### src/rtl/vending_sched.sv
// Two-slot vending controller: per-slot coin latches share one accumulator, granted round-robin.
// Dispenses at COST, then returns change as CHG-cent pulses; outputs are decoded from state/total.
module vending_sched #(
  parameter int COIN0 = 25,
  parameter int COIN1 = 10,
  parameter int COST  = 125,
  parameter int CHG   = 5
) (
  input  logic       i_clk,
  input  logic       i_rst,
  input  logic       i_c0,
  input  logic       i_c1,
  output logic       o_d,
  output logic       o_chg,
  output logic       o_lost,
  output logic       o_busy,
  output logic [7:0] o_credit
);

  localparam int MAXC = (COIN0 > COIN1) ? COIN0 : COIN1;

  generate
    if (COIN0 < 1 || COIN0 > 255 || COIN1 < 1 || COIN1 > 255 ||
        COST < 1 || COST > 255 || CHG < 1 || CHG > 255 || COST + MAXC > 255) begin : g_bad_params
      $error("vending_sched: illegal parameters, need 1..255 and COST + max(COIN0, COIN1) <= 255");
    end
  endgenerate

  localparam logic [7:0] L_COIN0 = 8'(COIN0);
  localparam logic [7:0] L_COIN1 = 8'(COIN1);
  localparam logic [7:0] L_COST  = 8'(COST);
  localparam logic [7:0] L_CHG   = 8'(CHG);

  typedef enum logic [2:0] {S_INIT, S_WAIT, S_ADD, S_DISP, S_CHANGE} state_t;

  state_t     r_state, w_state_nxt;
  logic [7:0] r_total, w_total_nxt;
  logic       r_pend0, r_pend1;
  logic       r_ptr, w_ptr_nxt;
  logic       r_gnt, w_gnt_nxt;
  logic       r_lost;
  logic       w_d, w_chg;
  logic       w_cons0, w_cons1;

  // A slot's pending flag is consumed only by the ADD cycle granted to it.
  assign w_cons0 = (r_state == S_ADD) & ~r_gnt;
  assign w_cons1 = (r_state == S_ADD) &  r_gnt;

  always_comb begin
    w_state_nxt = r_state;
    w_total_nxt = r_total;
    w_ptr_nxt   = r_ptr;
    w_gnt_nxt   = r_gnt;
    w_d         = 1'b0;
    w_chg       = 1'b0;
    case (r_state)
      S_INIT: begin
        w_total_nxt = 8'd0;
        w_state_nxt = S_WAIT;
      end
      S_WAIT: begin
        if (r_total >= L_COST) begin
          w_state_nxt = S_DISP;
        end else if (r_pend0 | r_pend1) begin
          w_state_nxt = S_ADD;
          w_gnt_nxt   = (r_pend0 & r_pend1) ? r_ptr : r_pend1;
        end
      end
      S_ADD: begin
        w_total_nxt = r_total + (r_gnt ? L_COIN1 : L_COIN0);
        w_ptr_nxt   = ~r_gnt;
        w_state_nxt = S_WAIT;
      end
      S_DISP: begin
        w_d         = 1'b1;
        w_total_nxt = r_total - L_COST;
        w_state_nxt = S_CHANGE;
      end
      S_CHANGE: begin
        if (r_total >= L_CHG) begin
          w_chg       = 1'b1;
          w_total_nxt = r_total - L_CHG;
        end else begin
          w_state_nxt = S_INIT;
        end
      end
      default: w_state_nxt = S_INIT;
    endcase
  end

  always_ff @(posedge i_clk or posedge i_rst) begin
    if (i_rst) begin
      r_state <= S_INIT;
      r_total <= 8'd0;
      r_ptr   <= 1'b0;
      r_gnt   <= 1'b0;
    end else begin
      r_state <= w_state_nxt;
      r_total <= w_total_nxt;
      r_ptr   <= w_ptr_nxt;
      r_gnt   <= w_gnt_nxt;
    end
  end

  // A new pulse beats a same-cycle clear; a pulse onto an unconsumed pending flag is dropped.
  always_ff @(posedge i_clk or posedge i_rst) begin
    if (i_rst) begin
      r_pend0 <= 1'b0;
      r_pend1 <= 1'b0;
      r_lost  <= 1'b0;
    end else begin
      r_pend0 <= i_c0 | (r_pend0 & ~w_cons0);
      r_pend1 <= i_c1 | (r_pend1 & ~w_cons1);
      r_lost  <= (i_c0 & r_pend0 & ~w_cons0) | (i_c1 & r_pend1 & ~w_cons1);
    end
  end

  assign o_d      = w_d;
  assign o_chg    = w_chg;
  assign o_lost   = r_lost;
  assign o_busy   = (r_state != S_WAIT);
  assign o_credit = r_total;

endmodule

### config.mk
export PLATFORM = sky130hd
export DESIGN_NAME = vending_sched
export DESIGN_NICKNAME = d
export VERILOG_FILES = /design/src/rtl/vending_sched.sv
export SDC_FILE = /design/constraint.sdc
export NUM_CORES = 1
export LEC_CHECK = 0
export CORE_MARGIN = 2
export CORE_UTILIZATION = 48
export DETAILED_ROUTE_END_ITERATION = 10
export PLACE_DENSITY = 0.82
export SLEW_MARGIN = 20
export SYNTH_ARGS = -nofsm -noshare
export SYNTH_HDL_FRONTEND = slang
export SYNTH_SLANG_ARGS = --single-unit
### constraint.sdc
create_clock -name i_clk -period 2 [get_ports i_clk]
set_input_delay 0.4 -clock i_clk [delete_from_list [all_inputs] [get_ports i_clk]]
set_output_delay 0.4 -clock i_clk [all_outputs]
set_load 0.02 [all_outputs]
==> metrics.cfg, run 1 <==
[drt]
vias = 1470
route.final.wire_length_mm = 4.05
final_antenna_net_count = 0
drt-pass1-iter-count = 5
wl_per_cell_um = 17.7
drc = 0
drtIter0Drc = 96
route.detailed.vias_per_inst = 6.42

[timing]
setup_viol = 7
clock_skew_ns = 0.0204
final-hold-violation-count = 0
worst_slew_margin_rel_pct = 59.7
slew_viol_final = 0
worst-slew-pin-transition_ns = 0.604
unrepaired_setup_endpoints_after_global_routing = yes
period_minus_slack_ns = 2.08
timing.final.ws_setup_ns = -0.0836
maxClockFrequency_mhz = 480
setup_tns_ns = -0.254
hold_slack_ns = 0.450
post-route-period-util_pct = 104

[power_and_ir_drop]
power_per_cell_area_nw_per_um2 = 1760
static-leakage-power_nw = 0.718
totalPowerFinal_mw = 3.03
irDropWorstVdd_v = 0.00131

[outcome]
run_status = complete, but fails checks
failed_checks = setup timing

[synthesis]
syn-instance-count = 157
synth.cell_area_um2 = 1240
ys_seq_area_share_pct = 32.3
synth.avg_cell_area_um2 = 7.90
ys_warn_count = 0
synthesis.nets = 167
synth_seq_cells = 16
synth_cell_types = 40

[clock_network]
cts.path.max_buffers = 2
cts-root-buf = sky130_fd_sc_hd__clkbuf_4
tritoncts_clock_tree = done
clock_latency_ns = 0.31
clock_tree.htree_level_count = 1
cts.sinks = 16
register_clock_pin_slew_on_the_reported_worst_setup_and_hold_paths_ns = 0.12
cts_buffers = 3

[floorplanning]
floorplan.rows = 18
coreArea_um2 = 2450
fp.dieArea_um2 = 3010
initial_core_utilization_pct = 50.5
die_x_um = 54.8
io_pins = 16
floorplan.die.height_um = 54.8

[layout]
fin_util_pct = 70.2
area.growth.synth_to_final_pct = 39.1
share_of_final_layout_standard_cells_stronger_than_drive_strength_1_pct = 25.1
finalInstanceArea_um2 = 1720
commonest_non_fill_non_tap_cells_in_the_layout = sky130_fd_sc_hd__buf_4, sky130_fd_sc_hd__nand2_1, sky130_fd_sc_hd__nor2_1, sky130_fd_sc_hd__o21ai_0, sky130_fd_sc_hd__dfrtp_1
final_nets = 210
diodes = 0
post_layout_nonfiller_instances = 229
final_common_cell = sky130_fd_sc_hd__buf_4

[worst_setup_path]
critical_path_required_ns = 1.60
critical_path.endpoint_type = output port
startpoint_type = flip-flop
worst_ep_arrival_time_ns = 1.68
crit_type = flip-flop to output port
cp-endpoint = o_chg
worst_r2r_startpoint = o_credit[0]$_DFFE_PP0P_
worst-r2r-cell-count = 9
worstSetupStartpoint = o_credit[4]$_DFFE_PP0P_
worstReg2RegEnd = o_credit[6]$_DFFE_PP0P_
critical_path.max_fanout = 2
setup.reg_to_reg.worst_slack_ns = -0.07

[place]
pre_cts_slack_ns = -0.167
gpl.final_weighted_congestion = 0.913
io_buffers = 15
placement.cell_area_um2 = 1620
place_inst = 221
dp_hpwl_mm = 2.66

[grt]
number_of_antenna_violations_at_the_first_check_in_global_routing = 0
grt_max_degree = 17
first_global_vias = 1196
globalRouteOverflowTotal = 0
gr-usage-all-layers_pct = 27.0
grt_first_pass_wirelength_mm = 5.71

[worst_hold_path]
timing.hold.worst.class = input port to async pin

[job]
maxCapViolCount = 0

## power breakdown
part | internal [mW] | switching [mW] | total, mW
Sequential | 0.454 | 0.146 | 0.599
Combinational | 1.01 | 1.20 | 2.20
Clock | 0.111 | 0.118 | 0.229
Total | 1.57 | 1.46 | 3.03
## cell families after synthesis
kind of cell	Yosys count	synth area share [%]
simple gates	59	23.3
compound gates	56	30.9
buf+inv	18	5.45
flops	16	32.3
fa+ha+maj	6	6.66
xor+xnor	2	1.41
## worst max-delay path: stages (launching register included)
cell and delay, ns:
sky130_fd_sc_hd__dfrtp_1 0.40, sky130_fd_sc_hd__or4_4 0.56, sky130_fd_sc_hd__a211oi_4 0.18, sky130_fd_sc_hd__nor2_1 0.07, sky130_fd_sc_hd__buf_4 0.16
## cell usage after synthesis
library cell,number,area share [%]
sky130_fd_sc_hd__a221oi_1,3,2.1
sky130_fd_sc_hd__and3_1,1,0.50
sky130_fd_sc_hd__o31ai_1,3,1.8
sky130_fd_sc_hd__o32ai_1,1,0.71
sky130_fd_sc_hd__a211o_1,1,0.71
sky130_fd_sc_hd__o2bb2ai_1,1,0.71
sky130_fd_sc_hd__o311ai_0,2,1.4
sky130_fd_sc_hd__a31oi_1,3,1.5
sky130_fd_sc_hd__ha_1,5,5.0
sky130_fd_sc_hd__fa_1,1,1.6
sky130_fd_sc_hd__inv_1,10,3.0
sky130_fd_sc_hd__a221o_1,1,0.81
sky130_fd_sc_hd__buf_1,1,0.30
sky130_fd_sc_hd__clkbuf_1,7,2.1
sky130_fd_sc_hd__dfrtp_1,16,32
sky130_fd_sc_hd__a21o_1,2,1.2
sky130_fd_sc_hd__a21oi_1,9,3.6
sky130_fd_sc_hd__nand2_1,21,6.4
sky130_fd_sc_hd__nand3_2,1,0.81
sky130_fd_sc_hd__o21ai_0,16,6.5
sky130_fd_sc_hd__o22ai_1,1,0.50
sky130_fd_sc_hd__a311oi_1,1,0.71
sky130_fd_sc_hd__o221ai_1,2,1.4
sky130_fd_sc_hd__or3_1,3,1.5
sky130_fd_sc_hd__a22o_1,1,0.71
sky130_fd_sc_hd__or4_4,1,0.91
sky130_fd_sc_hd__nand3_1,1,0.40
sky130_fd_sc_hd__and4_1,1,0.71
sky130_fd_sc_hd__a2111o_1,1,0.91
sky130_fd_sc_hd__o21a_1,4,2.4
sky130_fd_sc_hd__a211oi_2,1,1.0
sky130_fd_sc_hd__nor2_1,14,4.2
sky130_fd_sc_hd__nor3_1,4,1.6
sky130_fd_sc_hd__nor2b_1,4,2.0
sky130_fd_sc_hd__nor3b_1,2,1.2
sky130_fd_sc_hd__a32oi_1,2,1.4
sky130_fd_sc_hd__nand2b_1,5,2.5
sky130_fd_sc_hd__o22a_1,1,0.71
sky130_fd_sc_hd__xnor2_1,2,1.4
sky130_fd_sc_hd__nand4_1,1,0.50
## routing by layer
layer | up-vias | GRT usage (%) | share of wire, %
met5 | - | 0 | 0
met4 | 0 | 7.92 | 2.8
met3 | 21 | 3.28 | 8.8
met2 | 95 | 44.6 | 50
met1 | 689 | 36.5 | 39
li1 | 665 | - | -
## state kept, by name (all words and copies together) (netlist names)
name and count:
o_credit 8, r_state 3, o_lost 1, r_gnt 1
r_pend0 1, r_pend1 1, r_ptr 1
## what timing repair did
action	4_1_cts	5_1_grt
setup buffers	1	2
pin swaps	1	5
cloned	0	1
hold buffers	0	0
gates resized for setup	11	10
endpoints found under the setup margin	6	11
## layout make-up
class / instances / area, µm²
repair buffers: 45 / 370
fillers: 179 / 731
multi-input cells: 124 / 840
well taps: 30 / 37.5
inverters: 10 / 37.5
clock buffers: 4 / 36.3
flip-flops and latches: 16 / 403
## worst min-delay path by stage
stage                              endpoint  slack (ns)  cells after the start
CTS                 o_credit[7]$_DFFE_PP0P_        0.48                      2
finish              o_credit[7]$_DFFE_PP0P_        0.45                      2
global route        o_credit[7]$_DFFE_PP0P_        0.52                      2
global placement          r_ptr$_DFFE_PP0P_        0.46                      2
floorplan           o_credit[2]$_DFFE_PP0P_        0.31                      1
detailed placement        r_ptr$_DFFE_PP0P_        0.50                      2
(Power assumes the default switching activity.)
==> run 2, diff against run 1 <==
--- a/config.mk
+++ b/config.mk
@@ -7,6 +7,7 @@
 export LEC_CHECK = 0
 export CORE_MARGIN = 2
 export CORE_UTILIZATION = 48
+export CTS_CLUSTER_SIZE = 12
 export DETAILED_ROUTE_END_ITERATION = 10
 export PLACE_DENSITY = 0.82
 export SLEW_MARGIN = 20
==> results of run 2 <==
Final layout, timing and power as in run 1 (identical DEF).
==> run 3, diff against run 2 <==
--- a/config.mk
+++ b/config.mk
@@ -7,7 +7,6 @@
 export LEC_CHECK = 0
 export CORE_MARGIN = 2
 export CORE_UTILIZATION = 48
-export CTS_CLUSTER_SIZE = 12
 export DETAILED_ROUTE_END_ITERATION = 10
 export PLACE_DENSITY = 0.82
 export SLEW_MARGIN = 20
==> results of run 3 <==
Final layout, timing and power as in run 1 (identical DEF).
